===== src/rtl/sqrt_sched.sv =====
// sqrt_sched: round-robin front end for one shared iterative square-root engine.
//
// Up to NREQ requesters present (N, DELTA) operand pairs. A single request is
// accepted at a time. Trivial (N<=1) and illegal (DELTA==0) operands are
// answered locally. All other requests launch the engine and wait for it to
// finish. Results are returned on a valid/ready response port, tagged with
// the requester index.
//
// Optional feature macro: SQRT_SCHED_TIMEOUT_EN. When it is defined, a
// request is aborted with RSP_ERR=1 if the engine stays in WAIT for TIMEOUT
// cycles without signalling completion.
//
// Ports
//   CLK, RESET              clock (rising edge), synchronous active-high reset
//   REQ_VALID/REQ_READY     per-requester handshake; READY is one-hot, IDLE only
//   REQ_N/REQ_DELTA         packed operands, requester i at [32i+31:32i]
//   ENG_START               one-cycle launch pulse to the engine
//   ENG_N/ENG_DELTA         latched operands, held from LAUNCH through WAIT
//   ENG_DONE/ENG_ROOT       engine completion pulse and its result
//   RSP_VALID/RSP_READY     response handshake
//   RSP_ID/RSP_ROOT/RSP_ERR response payload, stable while RSP_VALID is high
//   BUSY                    high whenever the scheduler is not IDLE
module sqrt_sched #(
  parameter int NREQ    = 4,
  parameter int TIMEOUT = 64
) (
  input  logic                    CLK,
  input  logic                    RESET,
  input  logic [NREQ-1:0]         REQ_VALID,
  output logic [NREQ-1:0]         REQ_READY,
  input  logic [NREQ*32-1:0]      REQ_N,
  input  logic [NREQ*32-1:0]      REQ_DELTA,
  output logic                    ENG_START,
  output logic [31:0]             ENG_N,
  output logic [31:0]             ENG_DELTA,
  input  logic                    ENG_DONE,
  input  logic [63:0]             ENG_ROOT,
  output logic                    RSP_VALID,
  input  logic                    RSP_READY,
  output logic [$clog2(NREQ)-1:0] RSP_ID,
  output logic [63:0]             RSP_ROOT,
  output logic                    RSP_ERR,
  output logic                    BUSY
);
  localparam int IDW = $clog2(NREQ);

  // Catch unsupported configurations at elaboration time.
  if (NREQ < 2 || NREQ > 8 || TIMEOUT < 1) begin : g_bad_cfg
    $error("sqrt_sched: NREQ must be 2..8 and TIMEOUT must be >= 1");
  end

  typedef enum logic [1:0] {IDLE, LAUNCH, WAIT, RESP} state_t;

  state_t         state;
  logic [IDW-1:0] ptr;
  logic [IDW-1:0] win;
  logic           win_vld;
  logic [IDW:0]   sum;
  logic [31:0]    sel_n, sel_d;

  // Round-robin search starting at ptr. The loop runs from the farthest
  // offset down to offset 0, so the closest requester at or above ptr is the
  // last one to be written and therefore wins.
  always_comb begin
    win_vld = 1'b0;
    win     = '0;
    sum     = '0;
    for (int k = NREQ-1; k >= 0; k--) begin
      sum = {1'b0, ptr} + (IDW+1)'(k);
      if (sum >= (IDW+1)'(NREQ)) sum = sum - (IDW+1)'(NREQ);
      if (REQ_VALID[sum[IDW-1:0]]) begin
        win_vld = 1'b1;
        win     = sum[IDW-1:0];
      end
    end
  end

  assign sel_n = REQ_N[win*32 +: 32];
  assign sel_d = REQ_DELTA[win*32 +: 32];

  for (genvar i = 0; i < NREQ; i++) begin : g_grant
    assign REQ_READY[i] = (state == IDLE) && !RESET && win_vld && (win == IDW'(i));
  end

  assign BUSY = (state != IDLE);

`ifdef SQRT_SCHED_TIMEOUT_EN
  localparam int CW = $clog2(TIMEOUT+1);
  logic [CW-1:0] cnt;
`endif

  always_ff @(posedge CLK) begin
    if (RESET) begin
      state     <= IDLE;
      ptr       <= '0;
      ENG_START <= 1'b0;
      ENG_N     <= '0;
      ENG_DELTA <= '0;
      RSP_VALID <= 1'b0;
      RSP_ID    <= '0;
      RSP_ROOT  <= '0;
      RSP_ERR   <= 1'b0;
`ifdef SQRT_SCHED_TIMEOUT_EN
      cnt       <= '0;
`endif
    end else begin
      case (state)
        IDLE: if (win_vld) begin
          ENG_N     <= sel_n;
          ENG_DELTA <= sel_d;
          RSP_ID    <= win;
          ptr       <= (win == IDW'(NREQ-1)) ? '0 : win + 1'b1;
          if (sel_d == '0) begin
            // A zero step can never converge: reject without the engine.
            RSP_ROOT  <= '0;
            RSP_ERR   <= 1'b1;
            RSP_VALID <= 1'b1;
            state     <= RESP;
          end else if (sel_n <= 32'd1) begin
            // sqrt(0)=0 and sqrt(1)=1, so the root is N itself.
            RSP_ROOT  <= {32'b0, sel_n};
            RSP_ERR   <= 1'b0;
            RSP_VALID <= 1'b1;
            state     <= RESP;
          end else begin
            ENG_START <= 1'b1;
            state     <= LAUNCH;
          end
        end
        LAUNCH: begin
          ENG_START <= 1'b0;
          state     <= WAIT;
`ifdef SQRT_SCHED_TIMEOUT_EN
          cnt       <= '0;
`endif
        end
        WAIT: begin
          // ENG_DONE has priority, so a result that arrives on the
          // expiry cycle is still delivered.
          if (ENG_DONE) begin
            RSP_ROOT  <= ENG_ROOT;
            RSP_ERR   <= 1'b0;
            RSP_VALID <= 1'b1;
            state     <= RESP;
          end
`ifdef SQRT_SCHED_TIMEOUT_EN
          else if (cnt == CW'(TIMEOUT-1)) begin
            RSP_ROOT  <= '0;
            RSP_ERR   <= 1'b1;
            RSP_VALID <= 1'b1;
            state     <= RESP;
          end else begin
            cnt <= cnt + 1'b1;
          end
`endif
        end
        RESP: if (RSP_READY) begin
          RSP_VALID <= 1'b0;
          state     <= IDLE;
        end
        default: state <= IDLE;
      endcase
    end
  end
endmodule


===== config.mk =====
export PLATFORM = sky130hd
export DESIGN_NAME = sqrt_sched
export DESIGN_NICKNAME = d
export VERILOG_FILES = /design/src/rtl/sqrt_sched.sv
export SDC_FILE = /design/constraint.sdc
export NUM_CORES = 1
export LEC_CHECK = 0
export CORE_AREA = 4 4 181 183
export CTS_CLUSTER_DIAMETER = 30
export CTS_CLUSTER_SIZE = 30
export DETAILED_ROUTE_END_ITERATION = 8
export DIE_AREA = 0 0 185 187
export PLACE_DENSITY = 0.6
export SETUP_SLACK_MARGIN = 0.5
export SYNTH_ARGS = -nofsm -noshare
export SYNTH_HDL_FRONTEND = slang
export SYNTH_SLANG_ARGS = --single-unit

===== constraint.sdc =====
create_clock -name CLK -period 5.24 [get_ports CLK]
set_input_delay 1.048 -clock CLK [delete_from_list [all_inputs] [get_ports CLK]]
set_output_delay 1.048 -clock CLK [all_outputs]
set_load 0.01 [all_outputs]

---- After elaboration in Yosys (flattened, before gate mapping) ----
Index checks and enable logic that the tools add are counted.
storage, ports and cells
  register bits after elaboration ......... 137
  bits of input ports ..................... 328
  logic and storage cells ................. 106
operators by class
  equal/unequal tests ..................... 12
  multiplexer cells ....................... 47
  add/sub/neg operators ................... 8
  magnitude comparators ................... 9
  reductions and logical operators ........ 19
  shift operators ......................... 2
operator list
  kind                                                               count
  2-to-1 mux 64 bit                                                  4
  variable part select 128 x 8 -> 32 bit                             2
  case mux 64 bit (2 select lines)                                   1
  less-or-equal comparator 32 x 1 -> 1 bit, second input constant    1
  logical NOT 32 bit                                                 1
  2-to-1 mux 2 bit                                                   14
  2-to-1 mux 1 bit                                                   20
  less-than comparator 2 x 3 -> 1 bit, second input constant         4
  != test 2 bit, second input constant                               5
  greater-or-equal comparator 3 bit, second input constant           3
  binary-select mux 1 bit (select 2 bit)                             4
  == test 2 bit, second input constant                               4
  case mux 2 bit (4 select lines)                                    1
  AND reduction 4 bit                                                2
  subtractor 2 x 1 -> 2 bit, second input constant                   4
  adder 2 x 2 -> 3 bit, second input constant                        2
  logical AND 1 bit                                                  6
  nonzero test 2 bit                                                 3
  AND reduction 5 bit                                                1
  == test 2 x 1 -> 1 bit, second input constant                      2
  logical NOT 2 bit                                                  2
  case mux 1 bit (2 select lines)                                    2
  adder 2 x 1 -> 3 bit, second input constant                        1
  greater-or-equal comparator 2 x 3 -> 1 bit, second input constant  1
  other kinds (7)                                                    7

---- Logic depth before layout (Yosys ltp) ----
  word-level depth ........................ 15
  depth in mapped cells ................... 17

---- Worst setup path before layout ----
Ideal clock, no wire load.
  kind .................................... input -> register
  start ................................... input REQ_VALID[2]
  end ..................................... register RSP_ROOT[46]
  stages .................................. 14
  library setup time ...................... 0.132 ns
  setup slack ............................. 0.927 ns
  arrival time ............................ 4.181 ns
  data required time ...................... 5.108 ns
  cells stage by stage .................... nor2b_1 > buf_2 > or4b_4 > buf_2 > and3_1 > o32ai_1 > nand4_1 > or4_4 > nor4_4 > o21ai_1 > buf_2 > buf_2 > nand3_1 > a21oi_1
on the way
  word-level cells in the longest chain between the ends .. 11
RTL lines
  item                                                                               line  RTL
  from (decl)                                                                        29    input logic [NREQ-1:0] REQ_VALID,
  branches (longest 11 deep; another with less-or-equal comparator 32 x 1 -> 1 bit)  -
  to (signal assigned)                                                               121   RSP_ROOT <= {32'b0, sel_n};
  to (decl)                                                                          41    output logic [63:0] RSP_ROOT,
Several ways; the timed one is not identified. The select of a mux whose other input is x is not followed.
A chain may end at the register's enable or synchronous reset.

---- Worst setup path in the final report ----
  start ................................... input REQ_VALID[2]
  end ..................................... output REQ_READY[2]
on the way
  word-level cells in the longest chain between the ends .. 8
RTL lines
  item                                                                      line  RTL
  binary-select mux 1 bit (select 2 bit)                                    71    if (REQ_VALID[sum[IDW-1:0]]) begin
  2-to-1 mux 1 bit (not written as such)                                    71
  2-to-1 mux 2 bit / 2-to-1 mux 1 bit (equally long branches) (4 in a row)  71
  == test 2 bit / logical AND 1 bit (equally long branches)                 82    assign REQ_READY[i] = (state == IDLE) && !RESET && win_vld && (win == IDW'(i));
  logical AND 1 bit (*)                                                     82
  to (decl)                                                                 30    output logic [NREQ-1:0] REQ_READY,
Every way passes the cells marked *; elsewhere a longest branch is shown, timed or not. The select of a mux whose other input is x is not followed.

==> Flow_metrics.wiki <==
{| class="wikitable"
! Metric !! Value
|-
| Setup violation total in the final timing report || 0
|-
| Insertion delay of the later-clocked pin in the worst-skew pair || 430 ps
|-
| Slew at the pin closest to its max-slew limit || 1210 ps
|-
| Core outline area || 31200 um^2
|-
| Sum of met3 wire segment lengths after detailed routing || 4150 um
|-
| Clock Path Buffers || 2
|-
| Depth of the CTS H-tree || 4
|-
| Worst setup skew after layout || 14.4 ps
|-
| Number of antenna violations at the first check in global routing || 6
|-
| DRC violation count after routing || 0
|-
| Clock root buffer || sky130_fd_sc_hd__clkbuf_16
|-
| DP Cell Count || 2104
|-
| Maximum achievable frequency || 216 MHz
|-
| Master of the slowest instance on the critical path || sky130_fd_sc_hd__clkdlybuf4s50_1
|-
| First-pass GRT wire length || 74100 um
|-
| Pwr Total || 8730 uW
|-
| Commonest cells in the netlist || sky130_fd_sc_hd__nand2_1 (178), sky130_fd_sc_hd__a21oi_1 (140), sky130_fd_sc_hd__clkbuf_1 (138)
|-
| CP startpoint kind || input pin
|-
| Largest voltage drop on the vdd net || 0.000509 V
|-
| Largest area contributor in the synthesized netlist || sky130_fd_sc_hd__dfxtp_1
|-
| Area contributors post-synth || sky130_fd_sc_hd__dfxtp_1 (28%), sky130_fd_sc_hd__a21oi_1 (7.3%), sky130_fd_sc_hd__nand2_1 (6.9%)
|-
| Count of filler cells inserted in the layout || 3007
|-
| Part of the cycle the worst path needs || 88.3%
|-
| Clk sinks || 137
|-
| Global route total overflow || 0
|-
| Predominant post-synthesis flop cell || sky130_fd_sc_hd__dfxtp_1
|-
| Via density per instance || 5.75
|-
| Part of the Yosys area used for sequential elements || 28.5%
|-
| Worst stage delay on the critical path || 490 ps
|-
| Avg Inst Size Synth || 7.26 um^2
|-
| Unrepaired setup endpoints after global routing || no
|-
| Clock buffers created by TritonCTS || 17
|-
| Worst-case setup slack after placement || 59.2 ps
|-
| Cell leakage power || 0.00578 uW
|-
| Dpl hpwl || 37300 um
|-
| Top routing layer in use || met5
|-
| Critical path buffers and inverters || 4
|-
| HP Class || flop to flop
|-
| DRT Pass-1 Iters || 5
|-
| Via count || 12300
|-
| Post-Route Setup TNS || 0 ps
|-
| CTS hold repair buffers || 0
|-
| Gate Count Post-Synth || 1327
|-
| Cell family with most CP delay || buffers and inverters
|-
| R2R Setup Slk || 1200 ps
|-
| Starting Density || 30.8%
|-
| Critical Path RT || 4190 ps
|-
| Routability-driven placement congestion ratio || 0.976
|-
| Share of async-settable or async-resettable flops after synthesis || 0%
|-
| Die Footprint || 34600 um^2
|-
| Area share of the leading cell type in the synthesized netlist || 28.5%
|-
| TritonCTS clock tree || built
|-
| WL/cell || 23.6 um
|-
| Most frequent CP cell || sky130_fd_sc_hd__clkdlybuf4s50_1
|-
| Arrival time of the worst setup path || 3580 ps
|-
| Cell chain of the critical path || clkdlybuf4s50_1 -> nor2b_2 -> or4_4 -> buf_4 -> and2_1 -> buf_6 -> ha_1 -> and3_1 -> clkdlybuf4s50_1
|-
| Post-Route WL || 50700 um
|-
| Most frequently used cell type in the post-synthesis netlist || sky130_fd_sc_hd__nand2_1
|-
| Yosys Warn Count || 0
|-
| Share of layout cells above drive strength 1 || 10.7%
|-
| Pin count of the biggest net entering global routing || 103
|-
| Distinct cell type count after synthesis || 53
|-
| Net Count, Synth || 1663
|-
| Residual antenna-violating net count after detailed routing || 0
|-
| Post-route minimum period || 4630 ps
|-
| Max-capacitance violation count || 0
|-
| Via count of the first global-routing pass || 12100
|-
| Number of flip-flops and latches in the synthesized netlist || 137
|-
| Std cell rows || 65
|-
| DRT iter0 DRCs || 913
|-
| Max Slew Vio Count || 0
|-
| Cell Pwr Density || 552 nW/um^2
|-
| Met2 wirelength from detailed routing || 24600 um
|-
| Tot GR Track Use || 27.4%
|-
| Result of the run || finished clean
|-
| Kind of end point of the critical path || output pin
|-
| Layout overhead on the synthesized area || 64.3%
|-
| Final setup margin || 613 ps
|-
| Final cell utilization of the core || 50.7%
|-
| Slew Limit Headroom || 19.1%
|-
| Height of the die || 187 um
|-
| Hold violation count in the final report || 0
|-
| IO Port Bufs || 465
|-
| Number of enable flip-flop cells after synthesis || 0
|-
| Cell Area, Synth || 9630 um^2
|-
| Clock edge transition at the registers on the reported setup and hold paths || 60 ps
|-
| Count of pins on the block boundary || 466
|-
| Largest fanout on the critical path || 26
|-
| Total Nets Final || 2064
|-
| Horizontal die dimension || 185 um
|-
| Met1 layer wirelength in the final routing || 20100 um
|-
| Number of standard cells in the final layout excluding fillers || 2146
|-
| Crit Path Class || input pin to output pin
|}
-- cells in the final DEF (no fill, tap or decap), types with 3 or more instances in the layout --
master,synthesis,final
sky130_fd_sc_hd__o32ai_1,24,12
sky130_fd_sc_hd__a21bo_2,20,20
sky130_fd_sc_hd__o211ai_1,21,21
sky130_fd_sc_hd__dfxtp_1,137,136
sky130_fd_sc_hd__nor3_1,4,4
sky130_fd_sc_hd__nand4_1,20,20
sky130_fd_sc_hd__ha_1,8,7
sky130_fd_sc_hd__nand3_1,95,95
sky130_fd_sc_hd__clkdlybuf4s50_1,0,460
sky130_fd_sc_hd__inv_1,5,4
sky130_fd_sc_hd__a21oi_1,140,140
sky130_fd_sc_hd__a22o_1,10,10
sky130_fd_sc_hd__nor2_4,0,4
sky130_fd_sc_hd__nor2_1,85,80
sky130_fd_sc_hd__nor4_1,60,58
sky130_fd_sc_hd__buf_12,0,14
sky130_fd_sc_hd__a211o_1,4,4
sky130_fd_sc_hd__buf_6,6,4
sky130_fd_sc_hd__o2111ai_1,42,42
sky130_fd_sc_hd__clkbuf_16,0,18
sky130_fd_sc_hd__nor3b_1,51,51
sky130_fd_sc_hd__o31ai_1,32,32
sky130_fd_sc_hd__o21ai_0,3,3
sky130_fd_sc_hd__o32ai_2,0,11
sky130_fd_sc_hd__dlymetal6s2s_1,0,3
sky130_fd_sc_hd__a221o_1,32,32
sky130_fd_sc_hd__o32a_1,7,7
sky130_fd_sc_hd__diode_2,0,3
sky130_fd_sc_hd__and3_1,69,69
sky130_fd_sc_hd__nand2_1,178,176
sky130_fd_sc_hd__a21boi_0,32,32
sky130_fd_sc_hd__inv_6,0,6
sky130_fd_sc_hd__a32oi_1,20,20
sky130_fd_sc_hd__a221oi_1,20,20
sky130_fd_sc_hd__nor2b_4,0,3
sky130_fd_sc_hd__buf_4,1,74
-- tightest hold or removal path, cell delays in order (launching register included) --
cell and delay (ps):
sky130_fd_sc_hd__dfxtp_1 310, sky130_fd_sc_hd__nand2_1 50, sky130_fd_sc_hd__a21oi_1 50
-- kinds of logic after synthesis --
family | synth area share, %
buffers and inverters | 7.85
multiplexers | 0.117
flip-flops | 28.5
AO/OA/AOI/OAI | 32.1
AND/OR/NAND/NOR | 30.4
adder cells (fa/ha/maj) | 1.04
-- layer usage --
layer	up-vias	global-route usage, %
li1	5845	-
met1	5863	33.1
met2	540	46.8
met3	91	7.25
met4	8	9.18
met5	-	0
-- sequential cells by signal, summed over array words and instances, names as in the netlist --
name,count
ENG_START,1
ENG_N,32
RSP_ID,2
ENG_DELTA,32
ptr,2
RSP_ROOT,64
RSP_ERR,1
state,2
RSP_VALID,1
-- per-stage QoR --
stage / area [um^2] / hold slack [ps]
floorplan: 9630 / 476
global placement: 15000 / 441
detailed placement: 15000 / 446
CTS: 15600 / 456
global route: 15800 / 473
finish: 15800 / 453
-- final timing paths --
path / from / end / cells past startpoint
min: ENG_DELTA[19] / ENG_DELTA[19] / 2
min reg2reg: ENG_DELTA[19] / ENG_DELTA[19] / 2
max: REQ_VALID[2] / REQ_READY[2] / 9
max reg2reg: ptr[1] / RSP_VALID / 12
-- area by class of cell --
type / instances / area (um^2) / area share (%)
inverter: 7 / 26.3 / 0.166
tap: 402 / 503 / 3.18
timing repair buffer: 557 / 5560 / 35.1
sequential: 137 / 2750 / 17.4
clock buffer: 19 / 453 / 2.86
clock inverter: 13 / 156 / 0.988
antenna: 3 / 7.51 / 0.0474
multi-input combinational: 1008 / 6380 / 40.3
-- power breakdown --
part	switching (uW)	leakage [uW]	internal (uW)	total, uW
Sequential	292	0.00112	1450	1740
Clock	550	0.000294	742	1290
Combinational	3250	0.00436	2460	5700
-- what timing repair did --
item / CTS / global route
gates resized for setup: 5 / 22
pin swaps: 1 / 6
buffers inserted: 2 / 2
endpoints found under the setup margin: 5 / 71
hold endpoints to repair: 0 / 0
gates cloned: 0 / 3
(Power assumes the default switching activity.)
